[src/rtl/spi_reg_slave_if.sv]
// Pin-side and register-file-side signals of spi_reg_slave, grouped for port connection.
interface spi_reg_slave_if #(
    parameter int unsigned DATA_W = 32
);
    logic              spi_sclk;
    logic              spi_csn;
    logic              spi_mosi;
    logic              spi_miso;
    logic              spi_miso_oe;
    logic              wr_en;
    logic [6:0]        wr_addr;
    logic [DATA_W-1:0] wr_data;
    logic              rd_req;
    logic [6:0]        rd_addr;
    logic [DATA_W-1:0] rd_data;
    logic              frame_err;
    logic              busy;

    modport slave (
        input  spi_sclk, spi_csn, spi_mosi, rd_data,
        output spi_miso, spi_miso_oe, wr_en, wr_addr, wr_data,
               rd_req, rd_addr, frame_err, busy
    );

    modport master (
        output spi_sclk, spi_csn, spi_mosi, rd_data,
        input  spi_miso, spi_miso_oe, wr_en, wr_addr, wr_data,
               rd_req, rd_addr, frame_err, busy
    );
endinterface

[src/rtl/spi_reg_slave.sv]
// SPI mode-0 register-access slave: oversampled pins, 8-bit header + DATA_W data frames,
// single-cycle write strobes and read requests, read data shifted back on MISO.
module spi_reg_slave #(
    parameter int unsigned SYNC_STAGES = 2,
    parameter int unsigned DATA_W      = 32
) (
    input  logic           aclk,
    input  logic           aresetn,
    spi_reg_slave_if.slave bus
);
    localparam int unsigned      FRAME_BITS   = DATA_W + 8;
    localparam int unsigned      CNT_W        = $clog2(FRAME_BITS + 1);
    localparam logic [CNT_W-1:0] HDR_LAST     = CNT_W'(7);
    localparam logic [CNT_W-1:0] FRAME_LAST   = CNT_W'(FRAME_BITS - 1);
    localparam logic [CNT_W-1:0] FRAME_END    = CNT_W'(FRAME_BITS);
    localparam logic [CNT_W-1:0] TX_SHIFT_MIN = CNT_W'(9);

    typedef enum logic [2:0] {
        S_IDLE,
        S_HDR,
        S_WDATA,
        S_RDATA,
        S_DONE
    } state_e;

    logic [SYNC_STAGES-1:0] sclk_sync_q;
    logic [SYNC_STAGES-1:0] csn_sync_q;
    logic [SYNC_STAGES-1:0] mosi_sync_q;
    logic                   sclk_d1_q;
    logic                   csn_d1_q;
    logic                   valid_q;
    logic                   arm_q;
    logic                   sclk_s;
    logic                   csn_s;
    logic                   mosi_s;
    logic                   rise;
    logic                   fall;
    logic                   cs_fall;
    logic                   cs_rise;

    state_e            state_q, state_d;
    logic [CNT_W-1:0]  bitcnt_q, bitcnt_d;
    logic [DATA_W-2:0] rx_sr_q, rx_sr_d;
    logic [DATA_W-1:0] tx_sr_q, tx_sr_d;
    logic [6:0]        addr_q, addr_d;
    logic              rd_ld_q;
    logic              wr_en_q, wr_en_d;
    logic [6:0]        wr_addr_q, wr_addr_d;
    logic [DATA_W-1:0] wr_data_q, wr_data_d;
    logic              rd_req_q, rd_req_d;
    logic [6:0]        rd_addr_q, rd_addr_d;
    logic              frame_err_q, frame_err_d;

    assign sclk_s  = sclk_sync_q[SYNC_STAGES-1];
    assign csn_s   = csn_sync_q[SYNC_STAGES-1];
    assign mosi_s  = mosi_sync_q[SYNC_STAGES-1];
    assign rise    = sclk_s & ~sclk_d1_q;
    assign fall    = ~sclk_s & sclk_d1_q;
    // The CSN chain resets to 1; arm_q blocks the false fall seen when the pin is still
    // low after reset, so a frame only starts once CSN has really been high.
    assign cs_fall = arm_q & ~csn_s & csn_d1_q;
    assign cs_rise = csn_s & ~csn_d1_q;

    always_ff @(posedge aclk) begin
        if (!aresetn) begin
            sclk_sync_q <= '0;
            csn_sync_q  <= '1;
            mosi_sync_q <= '0;
            sclk_d1_q   <= 1'b0;
            csn_d1_q    <= 1'b1;
            valid_q     <= 1'b0;
            arm_q       <= 1'b0;
        end else begin
            sclk_sync_q <= {sclk_sync_q[SYNC_STAGES-2:0], bus.spi_sclk};
            csn_sync_q  <= {csn_sync_q[SYNC_STAGES-2:0], bus.spi_csn};
            mosi_sync_q <= {mosi_sync_q[SYNC_STAGES-2:0], bus.spi_mosi};
            sclk_d1_q   <= sclk_s;
            csn_d1_q    <= csn_s;
            valid_q     <= 1'b1;
            arm_q       <= arm_q | (valid_q & csn_sync_q[0]);
        end
    end

    always_ff @(posedge aclk) begin
        if (!aresetn) begin
            state_q     <= S_IDLE;
            bitcnt_q    <= '0;
            rx_sr_q     <= '0;
            tx_sr_q     <= '0;
            addr_q      <= '0;
            rd_ld_q     <= 1'b0;
            wr_en_q     <= 1'b0;
            wr_addr_q   <= '0;
            wr_data_q   <= '0;
            rd_req_q    <= 1'b0;
            rd_addr_q   <= '0;
            frame_err_q <= 1'b0;
        end else begin
            state_q     <= state_d;
            bitcnt_q    <= bitcnt_d;
            rx_sr_q     <= rx_sr_d;
            tx_sr_q     <= tx_sr_d;
            addr_q      <= addr_d;
            rd_ld_q     <= rd_req_q;
            wr_en_q     <= wr_en_d;
            wr_addr_q   <= wr_addr_d;
            wr_data_q   <= wr_data_d;
            rd_req_q    <= rd_req_d;
            rd_addr_q   <= rd_addr_d;
            frame_err_q <= frame_err_d;
        end
    end

    always_comb begin
        state_d     = state_q;
        bitcnt_d    = bitcnt_q;
        rx_sr_d     = rx_sr_q;
        tx_sr_d     = tx_sr_q;
        addr_d      = addr_q;
        wr_en_d     = 1'b0;
        wr_addr_d   = wr_addr_q;
        wr_data_d   = wr_data_q;
        rd_req_d    = 1'b0;
        rd_addr_d   = rd_addr_q;
        frame_err_d = 1'b0;

        if (rise && (state_q != S_IDLE) && (bitcnt_q != FRAME_END)) begin
            bitcnt_d = bitcnt_q + 1'b1;
        end

        unique case (state_q)
            S_HDR: begin
                if (rise) begin
                    rx_sr_d = {rx_sr_q[DATA_W-3:0], mosi_s};
                    if (bitcnt_q == HDR_LAST) begin
                        addr_d = {rx_sr_q[5:0], mosi_s};
                        if (rx_sr_q[6]) begin
                            rd_req_d  = 1'b1;
                            rd_addr_d = {rx_sr_q[5:0], mosi_s};
                            state_d   = S_RDATA;
                        end else begin
                            state_d = S_WDATA;
                        end
                    end
                end
            end
            S_WDATA: begin
                if (rise) begin
                    rx_sr_d = {rx_sr_q[DATA_W-3:0], mosi_s};
                    if (bitcnt_q == FRAME_LAST) begin
                        wr_en_d   = 1'b1;
                        wr_addr_d = addr_q;
                        wr_data_d = {rx_sr_q, mosi_s};
                        state_d   = S_DONE;
                    end
                end
            end
            S_RDATA: begin
                // Bit DATA_W-1 stays on MISO through fall 8; shifting starts at fall 9.
                if (rd_ld_q) begin
                    tx_sr_d = bus.rd_data;
                end else if (fall && (bitcnt_q >= TX_SHIFT_MIN)) begin
                    tx_sr_d = {tx_sr_q[DATA_W-2:0], 1'b0};
                end
                if (rise && (bitcnt_q == FRAME_LAST)) begin
                    state_d = S_DONE;
                end
            end
            default: ;
        endcase

        // CSN edges act on the state reached after this cycle's SCLK rise.
        if (cs_fall) begin
            frame_err_d = (state_q != S_IDLE);
            state_d     = S_HDR;
            bitcnt_d    = '0;
            rx_sr_d     = '0;
            tx_sr_d     = '0;
        end else if (cs_rise) begin
            if ((state_d == S_HDR) || (state_d == S_WDATA) || (state_d == S_RDATA)) begin
                frame_err_d = 1'b1;
            end
            state_d = S_IDLE;
        end
    end

    assign bus.spi_miso    = (state_q == S_RDATA) & tx_sr_q[DATA_W-1];
    assign bus.spi_miso_oe = ~csn_s;
    assign bus.wr_en       = wr_en_q;
    assign bus.wr_addr     = wr_addr_q;
    assign bus.wr_data     = wr_data_q;
    assign bus.rd_req      = rd_req_q;
    assign bus.rd_addr     = rd_addr_q;
    assign bus.frame_err   = frame_err_q;
    assign bus.busy        = (state_q != S_IDLE);
endmodule

[src/flat_wrapper.sv]
// flat-port wrapper written by rule: the top's interface ports become plain ports
module spi_reg_slave_flat 
#(
    parameter int unsigned SYNC_STAGES = 2,
    parameter int unsigned DATA_W      = 32
)
  (aclk, aresetn, bus_spi_sclk, bus_spi_csn, bus_spi_mosi, bus_rd_data, bus_spi_miso, bus_spi_miso_oe, bus_wr_en, bus_wr_addr, bus_wr_data, bus_rd_req, bus_rd_addr, bus_frame_err, bus_busy);
  spi_reg_slave_if #(.DATA_W(DATA_W)) bus_i ();
  input  logic aclk;
  input  logic aresetn;
  input wire logic [$bits(bus_i.spi_sclk)-1:0] bus_spi_sclk;
  input wire logic [$bits(bus_i.spi_csn)-1:0] bus_spi_csn;
  input wire logic [$bits(bus_i.spi_mosi)-1:0] bus_spi_mosi;
  input wire logic [$bits(bus_i.rd_data)-1:0] bus_rd_data;
  output wire logic [$bits(bus_i.spi_miso)-1:0] bus_spi_miso;
  output wire logic [$bits(bus_i.spi_miso_oe)-1:0] bus_spi_miso_oe;
  output wire logic [$bits(bus_i.wr_en)-1:0] bus_wr_en;
  output wire logic [$bits(bus_i.wr_addr)-1:0] bus_wr_addr;
  output wire logic [$bits(bus_i.wr_data)-1:0] bus_wr_data;
  output wire logic [$bits(bus_i.rd_req)-1:0] bus_rd_req;
  output wire logic [$bits(bus_i.rd_addr)-1:0] bus_rd_addr;
  output wire logic [$bits(bus_i.frame_err)-1:0] bus_frame_err;
  output wire logic [$bits(bus_i.busy)-1:0] bus_busy;
  assign bus_i.spi_sclk = bus_spi_sclk;
  assign bus_i.spi_csn = bus_spi_csn;
  assign bus_i.spi_mosi = bus_spi_mosi;
  assign bus_i.rd_data = bus_rd_data;
  assign bus_spi_miso = bus_i.spi_miso;
  assign bus_spi_miso_oe = bus_i.spi_miso_oe;
  assign bus_wr_en = bus_i.wr_en;
  assign bus_wr_addr = bus_i.wr_addr;
  assign bus_wr_data = bus_i.wr_data;
  assign bus_rd_req = bus_i.rd_req;
  assign bus_rd_addr = bus_i.rd_addr;
  assign bus_frame_err = bus_i.frame_err;
  assign bus_busy = bus_i.busy;
  spi_reg_slave #(.SYNC_STAGES(SYNC_STAGES), .DATA_W(DATA_W)) u_core (.aclk(aclk), .aresetn(aresetn), .bus(bus_i));
endmodule
[config.mk]
export PLATFORM = sky130hd
export DESIGN_NAME = spi_reg_slave_flat
export DESIGN_NICKNAME = d
export VERILOG_FILES = /design/src/rtl/spi_reg_slave_if.sv /design/src/rtl/spi_reg_slave.sv /design/src/flat_wrapper.sv
export SDC_FILE = /design/constraint.sdc
export NUM_CORES = 1
export LEC_CHECK = 0
export ABC_AREA = 0
export ABC_CLOCK_PERIOD_IN_PS = 2200
export CAP_MARGIN = 40
export CORE_ASPECT_RATIO = 0.7
export CORE_MARGIN = 5
export CORE_UTILIZATION = 45
export DETAILED_ROUTE_END_ITERATION = 7
export HOLD_SLACK_MARGIN = 0.15
export PLACE_DENSITY = 0.76
export SLEW_MARGIN = 15
export SYNTH_ARGS = -nofsm -noshare
export SYNTH_HDL_FRONTEND = slang
export SYNTH_SLANG_ARGS = --single-unit
[constraint.sdc]
create_clock -name aclk -period 2.2 [get_ports aclk]
set_input_delay 0.33 -clock aclk [delete_from_list [all_inputs] [get_ports aclk]]
set_output_delay 0.33 -clock aclk [all_outputs]
set_load 0.01 [all_outputs]
# == Word level (Yosys, flattened, before mapping) ==
# Cells that the tools add are included.
# totals
reg_bits,139
in_bits,37
output_inout_bits,52
elab_cells,79
# op_classes
addsub,1
magnitude_cmp,1
n_eq_ne,9
n_mux,17
bitwise,13
n_reduce_logical,18
# op_table
cell,n
$mux W32,2
$mux W3,5
$eq A3 B2 Y1 const B,4
$mux W1,9
$pmux W3 S3,1
$reduce_and A3 Y1,3
$reduce_and A4 Y1,2
$and A1 B1 Y1,7
$add A6 B1 Y6 const B,1
$eq A3 B1 Y1 const B,2
$eq A6 B3 Y1 const B,1
$eq A6 B6 Y1 const B,1
$ge A6 B4 Y1 const B,1
$ne A6 B6 Y1 const B,1
$not A1 Y1,5
$logic_and A1 B1 Y1,4
$reduce_and A2 Y1,2
$reduce_or A2 Y1,2
$reduce_bool A3 Y1,1
$reduce_or A3 Y1,1
$logic_or A1 B1 Y1,2
$reduce_bool A2 Y1,1
$or A1 B1 Y1,1

# == Longest topological paths before layout ==
# Gate-level depths: netlist of the first run.
# depth
depth_word,11
depth_mapped,8
ltp_nobuf,6

# == Least setup slack after synthesis of the first run ==
# OpenSTA, ideal clock, no wires.
# synth_path
path_type,flip-flop to flip-flop
from,register u_core.bitcnt_q[0]
to,register u_core.tx_sr_q[12]
setup_ps,134
t_arrival_ps,1649
required_ps,2066
slack_ps,417
stages_incl_launch_ff,9
n_path_buf,2
period_less_slack_ps,1783
cell_sequence,dfxtp_1 -> inv_1 -> ha_1 -> nor3b_1 -> o221ai_1 -> and2_1 -> clkbuf_1 -> buf_2 -> a211oi_1
# synth_via
elab_chain_len,4
# synth_lines
item,line,source
from (decl),spi_reg_slave.sv:42,"logic [CNT_W-1:0] bitcnt_q, bitcnt_d;"
from (signal assigned),spi_reg_slave.sv:100,bitcnt_q <= bitcnt_d;
$ge A6 B4 Y1,spi_reg_slave.sv:162,end else if (fall && (bitcnt_q >= TX_SHIFT_MIN)) begin
$logic_and A1 B1 Y1,spi_reg_slave.sv:162,
$reduce_bool A2 Y1 (no source line),n/a,
$reduce_and A2 Y1 (no source line),n/a,
to (signal assigned),spi_reg_slave.sv:102,tx_sr_q <= tx_sr_d;
to (decl),spi_reg_slave.sv:44,"logic [DATA_W-1:0] tx_sr_q, tx_sr_d;"
# Every way passes these cells.
# A chain may end at the register's enable or synchronous reset.

# == Worst setup path after layout of the first run ==
# layout_path
from,register u_core.state_q[1]
to,output bus_spi_miso
# layout_via
elab_chain_len,2
# layout_lines
item,line,source
from (decl),spi_reg_slave.sv:41,"state_e state_q, state_d;"
from (signal assigned),spi_reg_slave.sv:99,state_q <= state_d;
$eq A3 B2 Y1,spi_reg_slave.sv:187,assign bus.spi_miso = (state_q == S_RDATA) & tx_sr_q[DATA_W-1];
$and A1 B1 Y1,spi_reg_slave.sv:187,
to (decl),flat_wrapper.sv:15,output wire logic [$bits(bus_i.spi_miso)-1:0] bus_spi_miso;
# Every way passes these cells.

==> metrics, run 1 <==
status=finished clean; switching share of power=0.232; Startpoint Class=flop; Synth cell types=39; VDD IR max=0.619 mV; Crit path buffers/inverters=1; Final min period=2120 ps; vias=4369; sequential area share after synthesis=0.518; syn_area_per_cell=8.78 um^2; Initial Util=0.460; final worst path period share=0.963; Vias per Instance=5.11; Max FO, Critical Path=7; Synthesized Nets=654; RSZ-0062 raised after global routing=no; CTS Hold Bufs=0; WP depth=4; Reg2Reg Capture Point=u_core.tx_sr_q[27]; H-tree levels=4; initial antenna violation count=0; Max-cap violations=0; Buffers on Ports=88; Net Sw Power=1.28 mW; Fillers=945; Die ar.=14300 um^2; beginning of the worst hold path=u_core.mosi_sync_q[0]; R2R Setup Slk=280 ps; final setup TNS=0 ps; clock network power share=0.513; antenna fix cells=0; ys flop type=dfxtp_1; Die Y=101 um; largest net degree at the start of global routing=41; Comb pwr share=0.027; final wirelength=12.1 mm; Clock Tree Buf Depth=2; Ys Warns=0; delay-heaviest family, CP=buffers and inverters; clock skew=9.06 ps; Critical R2R Launch=u_core.bitcnt_q[0]; worst path cell trace=nand2_1 > nor2_2 > and2_1 > clkdlybuf4s50_1; vias in the first global route=4295; required time worst endpoint=1870 ps; synthesized area=5370 um^2; clock root buffer=clkbuf_16; hold path depth=1; core area=11700 um^2; FP Rows=33; drt wl/cell=14.1 um; Worst Reg2Reg Path Length in Cells=7; I/O pin cnt=89; PD cells=784 nW/um^2; max frequency=472 MHz; Skew-Pair Late Insertion Delay=410 ps; cts repair resizes=1; Worst Hold Class=flop to flop; ys async rst share=0; Slew @ Worst Pin=531 ps; clock slew at reported path FFs=60 ps; Synth-to-Final Area Change=30.8%; Congestion Overflow GR=0; Die Wd=141 um; Cell Int Power=4.23 mW; cell count after synthesis=612; GRT Util Overall=0.173; DRT antenna net count=0; NumNets Final=727; Final setup viols=0; Min-Delay Endpoint=u_core.mosi_sync_q[1]; first-pass GRT wire length=20.4 mm; Final Max Slew Viols=0; Hold Vio Cnt, Final=0; fraction of layout cells with a size suffix above 1=0.0817; Hold Slack=450 ps; CTS Buf Count=17; Critical Path AT=1790 ps; DRC viols=0; drt pass-1 iters=5; Seq pwr share=0.460; drt initial violations=279; TritonCTS clock tree=done; GP Congestion=0.780; critical path's slowest cell=clkdlybuf4s50_1; WS Path Type=flop to primary output; CP peak stage delay=540 ps; Sink Count=139; Post-synth EDFFs=0; Leakage=2.39 nW; Slew headroom=0.646; DPL Wire Length=7.88 mm; register bit total from synthesis=139; post-CTS repair timing setup buffer count=0; crit end category=primary output
-- sequential cells by signal (all words and copies together), names as in the netlist --
signal and flops:
u_core.bus.rd_addr 7, u_core.bus.rd_req 1, u_core.bus.wr_addr 7, u_core.bus.frame_err 1
u_core.bitcnt_q 6, u_core.valid_q 1, u_core.bus.wr_en 1, u_core.csn_d1_q 1
u_core.tx_sr_q 32, u_core.rd_ld_q 1, u_core.sclk_d1_q 1, u_core.mosi_sync_q 2
u_core.addr_q 7, u_core.bus.wr_data 32, u_core.state_q 3, u_core.arm_q 1
u_core.csn_sync_q 2, u_core.sclk_sync_q 2, u_core.rx_sr_q 31
-- metal layers --
layer / up-vias / routed length [um] / global-route usage
li1: 2220 / - / -
met1: 2045 / 5780 / 0.233
met2: 93 / 5720 / 0.279
met3: 11 / 468 / 0.0415
met4: 0 / 89 / 0.0529
met5: - / 0 / 0
-- stage by stage --
stage	setup WS, ps	utilization	power (mW)	cell area (um^2)	cells
after floorplan	417	-	2.64	5370	612
after global placement	376	0.549	2.74	6420	823
after detailed placement	326	0.549	2.74	6420	823
after CTS	25.5	0.601	5.56	7020	855
after global routing	1.13	0.601	5.70	7030	855
final	81.0	0.601	5.51	7030	855
-- logic make-up (layout without fill, tap and decap cells) --
kind of cell	after synthesis	in the layout	share of synthesized area
xor gates and xnor gates	5	5	0.00815
AOI/OAI and AO/OA	147	147	0.157
and+or+nand+nor	216	216	0.177
buffers and inverters	54	140	0.0426
DFF	139	139	0.518
muxes	46	46	0.0857
adders and majority gates	5	5	0.0116
-- layout by cell type (no fill, tap or decap), drive strengths merged, types with 3 or more instances in the layout --
| cell | count |
|---|---|
| nand2b | 5 |
| clkinv | 3 |
| and2 | 11 |
| nand3 | 3 |
| a21oi | 104 |
| dfxtp | 139 |
| nor2 | 18 |
| inv | 15 |
| nand4 | 4 |
| ha | 5 |
| mux2i | 46 |
| a211oi | 32 |
| xor2 | 4 |
| o21ai | 3 |
| clkinvlp | 3 |
| and3 | 4 |
| nand2 | 159 |
| clkdlybuf4s50 | 88 |
| clkbuf | 17 |
| buf | 13 |
-- synth_stat cells (all sizes together) (2+ instances only) --
cell type	number	area, um^2
nand2	159	597
and3	4	25.0
inv	7	26.3
and2	11	68.8
a21oi	104	521
buf	15	82.6
and3b	2	17.5
clkbuf	32	120
xor2	4	35.0
nand4	4	40.0
nor3b	2	26.3
dfxtp	139	2780
a211oi	32	240
nand2b	5	31.3
nor2	18	67.6
ha	5	62.6
mux2i	46	460
nand3	3	15.0
or3	2	12.5
nor2b	2	12.5
o21ai	3	15.0
nand3b	2	15.0
-- layout make-up --
| class | count | area, um^2 | area share |
|---|---|---|---|
| timing repair buffer | 101 | 1040 | 0.148 |
| clock inverter | 15 | 174 | 0.0248 |
| tap | 157 | 196 | 0.0280 |
| multi-input combinational | 419 | 2380 | 0.338 |
| inverter | 7 | 26.3 | 0.00374 |
| sequential | 139 | 2790 | 0.396 |
| clock buffer | 17 | 425 | 0.0606 |
-- power by group through the flow --
stage	Clock, mW	Combinational (mW)	Sequential, mW
6_report	2.82	0.151	2.53
5_1_grt	3.00	0.163	2.53
4_1_cts	2.88	0.152	2.53
3_5_place_dp	0	0.151	2.59
3_3_place_gp	0	0.149	2.59
2_1_floorplan	0	0.0573	2.59
-- how the worst max path moves through the flow --
stage,endpoint,slack (ps),from
2_1_floorplan,u_core.tx_sr_q[12],420,u_core.bitcnt_q[0]
3_3_place_gp,u_core.tx_sr_q[0],380,u_core.bitcnt_q[0]
3_5_place_dp,u_core.tx_sr_q[0],330,u_core.bitcnt_q[0]
4_1_cts,bus_busy,30,u_core.state_q[2]
5_1_grt,bus_spi_miso,1,u_core.state_q[1]
6_report,bus_spi_miso,80,u_core.state_q[1]
-- worst reg2reg max path, stage by stage, from the launching register on --
cell and delay (ps):
dfxtp_1 460, inv_1 100, ha_1 200, nor3b_1 140, o221ai_2 190, buf_4 340
a21oi_1 120, a211oi_1 260
Note: power is estimated with default switching activity, not from simulation.
==> run 2, diff against run 1 <==
--- a/config.mk
+++ b/config.mk
@@ -5,7 +5,7 @@
 export SDC_FILE = /design/constraint.sdc
 export NUM_CORES = 1
 export LEC_CHECK = 0
-export ABC_AREA = 0
+export ABC_AREA = 1
 export ABC_CLOCK_PERIOD_IN_PS = 2200
 export CAP_MARGIN = 40
 export CORE_ASPECT_RATIO = 0.7
==> run 2 against run 1 <==
Effect of this change: cell count up 21%; flip-flop and latch count unchanged; die area up 5.6%; combinational power up 7%; sequential power about the same; clock power about the same; hold slack worse by 27 ps; critical endpoint unchanged.
==> metrics, run 2 <==
status=finished clean; clock skew=10.2 ps; worst path cell trace=inv_2 > nor3_1 > clkdlybuf4s50_1; Design Area, Final=7300 um^2; ys flop type=dfxtp_1; CTS Hold Bufs=0; drt wl/cell=12.6 um; Worst Hold Class=flop to flop; Hold Slack=423 ps; Synth cell types=31; DPL Wire Length=8.21 mm; Die Wd=145 um; antenna fix cells=0; Vias per Instance=4.85; cell count after synthesis=789; delay-heaviest family, CP=buffers and inverters; cts repair resizes=0; WS Path Type=flop to primary output; Final Max Slew Viols=0; I/O pin cnt=89; sequential area share after synthesis=0.488; Post-synth EDFFs=0; PD cells=760 nW/um^2; GRT Util Overall=0.178; post-CTS repair timing setup buffer count=0; Die Y=104 um; H-tree levels=4; FP Rows=34; Synth-to-Final Area Change=28.1%; Synth top area share=0.488; Final setup viols=0; Critical Path AT=1790 ps; Ys Warns=0; CP peak stage delay=590 ps; Buffers on Ports=88; DRT antenna net count=0; most common cell after layout, fill and taps aside=nand2_1; Max-cap violations=0; final wirelength=13.0 mm; count leader, synth=nand2_1; NumNets Final=899; drt initial violations=265; Clock Tree Buf Depth=2; most frequent cells in the layout=nand2_1 (194), dfxtp_1 (138), a21oi_1 (102), nor2_1 (92), clkdlybuf4s50_1 (88); vias in the first global route=4713; Slew @ Worst Pin=599 ps; drt pass-1 iters=4; max frequency=471 MHz; register bit total from synthesis=139; Placed Instance Area=6710 um^2; Sink Count=139; critical path's slowest cell=clkdlybuf4s50_1; R2R Setup Slk=400 ps; ys async rst share=0; core area=12400 um^2; top cells by area, synth=dfxtp_1 (49%), nand2_1 (13%), a21oi_1 (9.0%); Fillers=1152; Max FO, Critical Path=5; VDD IR max=0.673 mV; first-pass GRT wire length=22.2 mm; final worst path period share=0.965; Synthesized Nets=831; post-synth top area cell=dfxtp_1; DRC viols=0; RSZ-0062 raised after global routing=no; Hold Vio Cnt, Final=0; final setup TNS=0 ps; clock root buffer=clkbuf_16; Die ar.=15100 um^2; Congestion Overflow GR=0; Final min period=2120 ps; syn_area_per_cell=7.22 um^2; vias=5009; Crit path buffers/inverters=2; largest net degree at the start of global routing=68; Skew-Pair Late Insertion Delay=410 ps; Initial Util=0.459; GP Congestion=0.850; required time worst endpoint=1870 ps; Startpoint Class=flop; top cells by count, synth=nand2_1 (195), dfxtp_1 (139), a21oi_1 (102); initial antenna violation count=0; CTS Buf Count=17; crit end category=primary output; clock slew at reported path FFs=60 ps; TritonCTS clock tree=done; fraction of layout cells with a size suffix above 1=0.0770; Slew headroom=0.598; Leakage=2.90 nW; synthesized area=5700 um^2
## run 2: cell count changes after synthesis, sizes merged, moves of 5 or more
| cell | delta |
|---|---|
| a211oi | -31 |
| mux2i | -46 |
| nand2 | +37 |
| inv | +65 |
| nand2b | -5 |
| nor2 | +79 |
| o21ai | +64 |
| clkbuf | -5 |
| buf | +7 |
| and2 | -11 |
| nand3 | +40 |
## run 2: cell families after synthesis
family,count (synthesis),share of synthesized area
AO/OA/AOI/OAI,171,0.153
XOR/XNOR,2,0.00307
adder cells (fa/ha/maj),5,0.0110
buffers and inverters,121,0.0869
flip-flops,139,0.488
multiplexers,1,0.00198
AND/OR/NAND/NOR,350,0.256
## run 2: cell type report
| class | instances | area [um^2] | share of cell area |
|---|---|---|---|
| Sequential cell | 139 | 2780 | 0.381 |
| Multi-Input combinational cell | 529 | 2430 | 0.333 |
| Timing Repair Buffer | 98 | 1020 | 0.140 |
| Clock buffer | 20 | 457 | 0.0626 |
| Inverter | 72 | 270 | 0.0370 |
| Tap cell | 162 | 203 | 0.0278 |
| Clock inverter | 12 | 138 | 0.0189 |
## run 2: where the power goes
part | internal [mW] | switching, mW | total [mW]
Combinational | 0.0830 | 0.0778 | 0.161
Clock | 1.74 | 1.11 | 2.85
Sequential | 2.53 | 0.00713 | 2.54
## run 2: worst min-delay path: cells and delay by family (launching register included)
family | cells | cell delay, ps
buf+inv | 1 | 40
flops | 1 | 300
simple gates | 1 | 50
## run 2: path summary, 6_finish.rpt
path         cells after the start                      to                  start
max                              3            bus_spi_miso      u_core.state_q[0]
min                              2   u_core.mosi_sync_q[1]  u_core.mosi_sync_q[0]
max reg2reg                      8  u_core.bus.wr_data[28]     u_core.bitcnt_q[0]
min reg2reg                      2   u_core.mosi_sync_q[1]  u_core.mosi_sync_q[0]
## run 2: layer usage
metal,track usage,up-vias,wire length [um]
met5,0,-,0
met4,0.0473,0,102
met3,0.0492,10,695
met2,0.266,108,5670
met1,0.253,2232,6500
li1,-,2659,-
## run 2: metrics by stage
| stage | util | power, mW | std cells | setup slack [ps] |
|---|---|---|---|---|
| 3_5_place_dp | 0.540 | 2.75 | 1000 | 398 |
| 4_1_cts | 0.588 | 5.60 | 1032 | 47.3 |
| 3_3_place_gp | 0.540 | 2.75 | 1000 | 474 |
| 2_1_floorplan | - | 2.66 | 789 | 669 |
| 6_report | 0.588 | 5.55 | 1032 | 76.3 |
| 5_1_grt | 0.588 | 5.73 | 1032 | 31.0 |
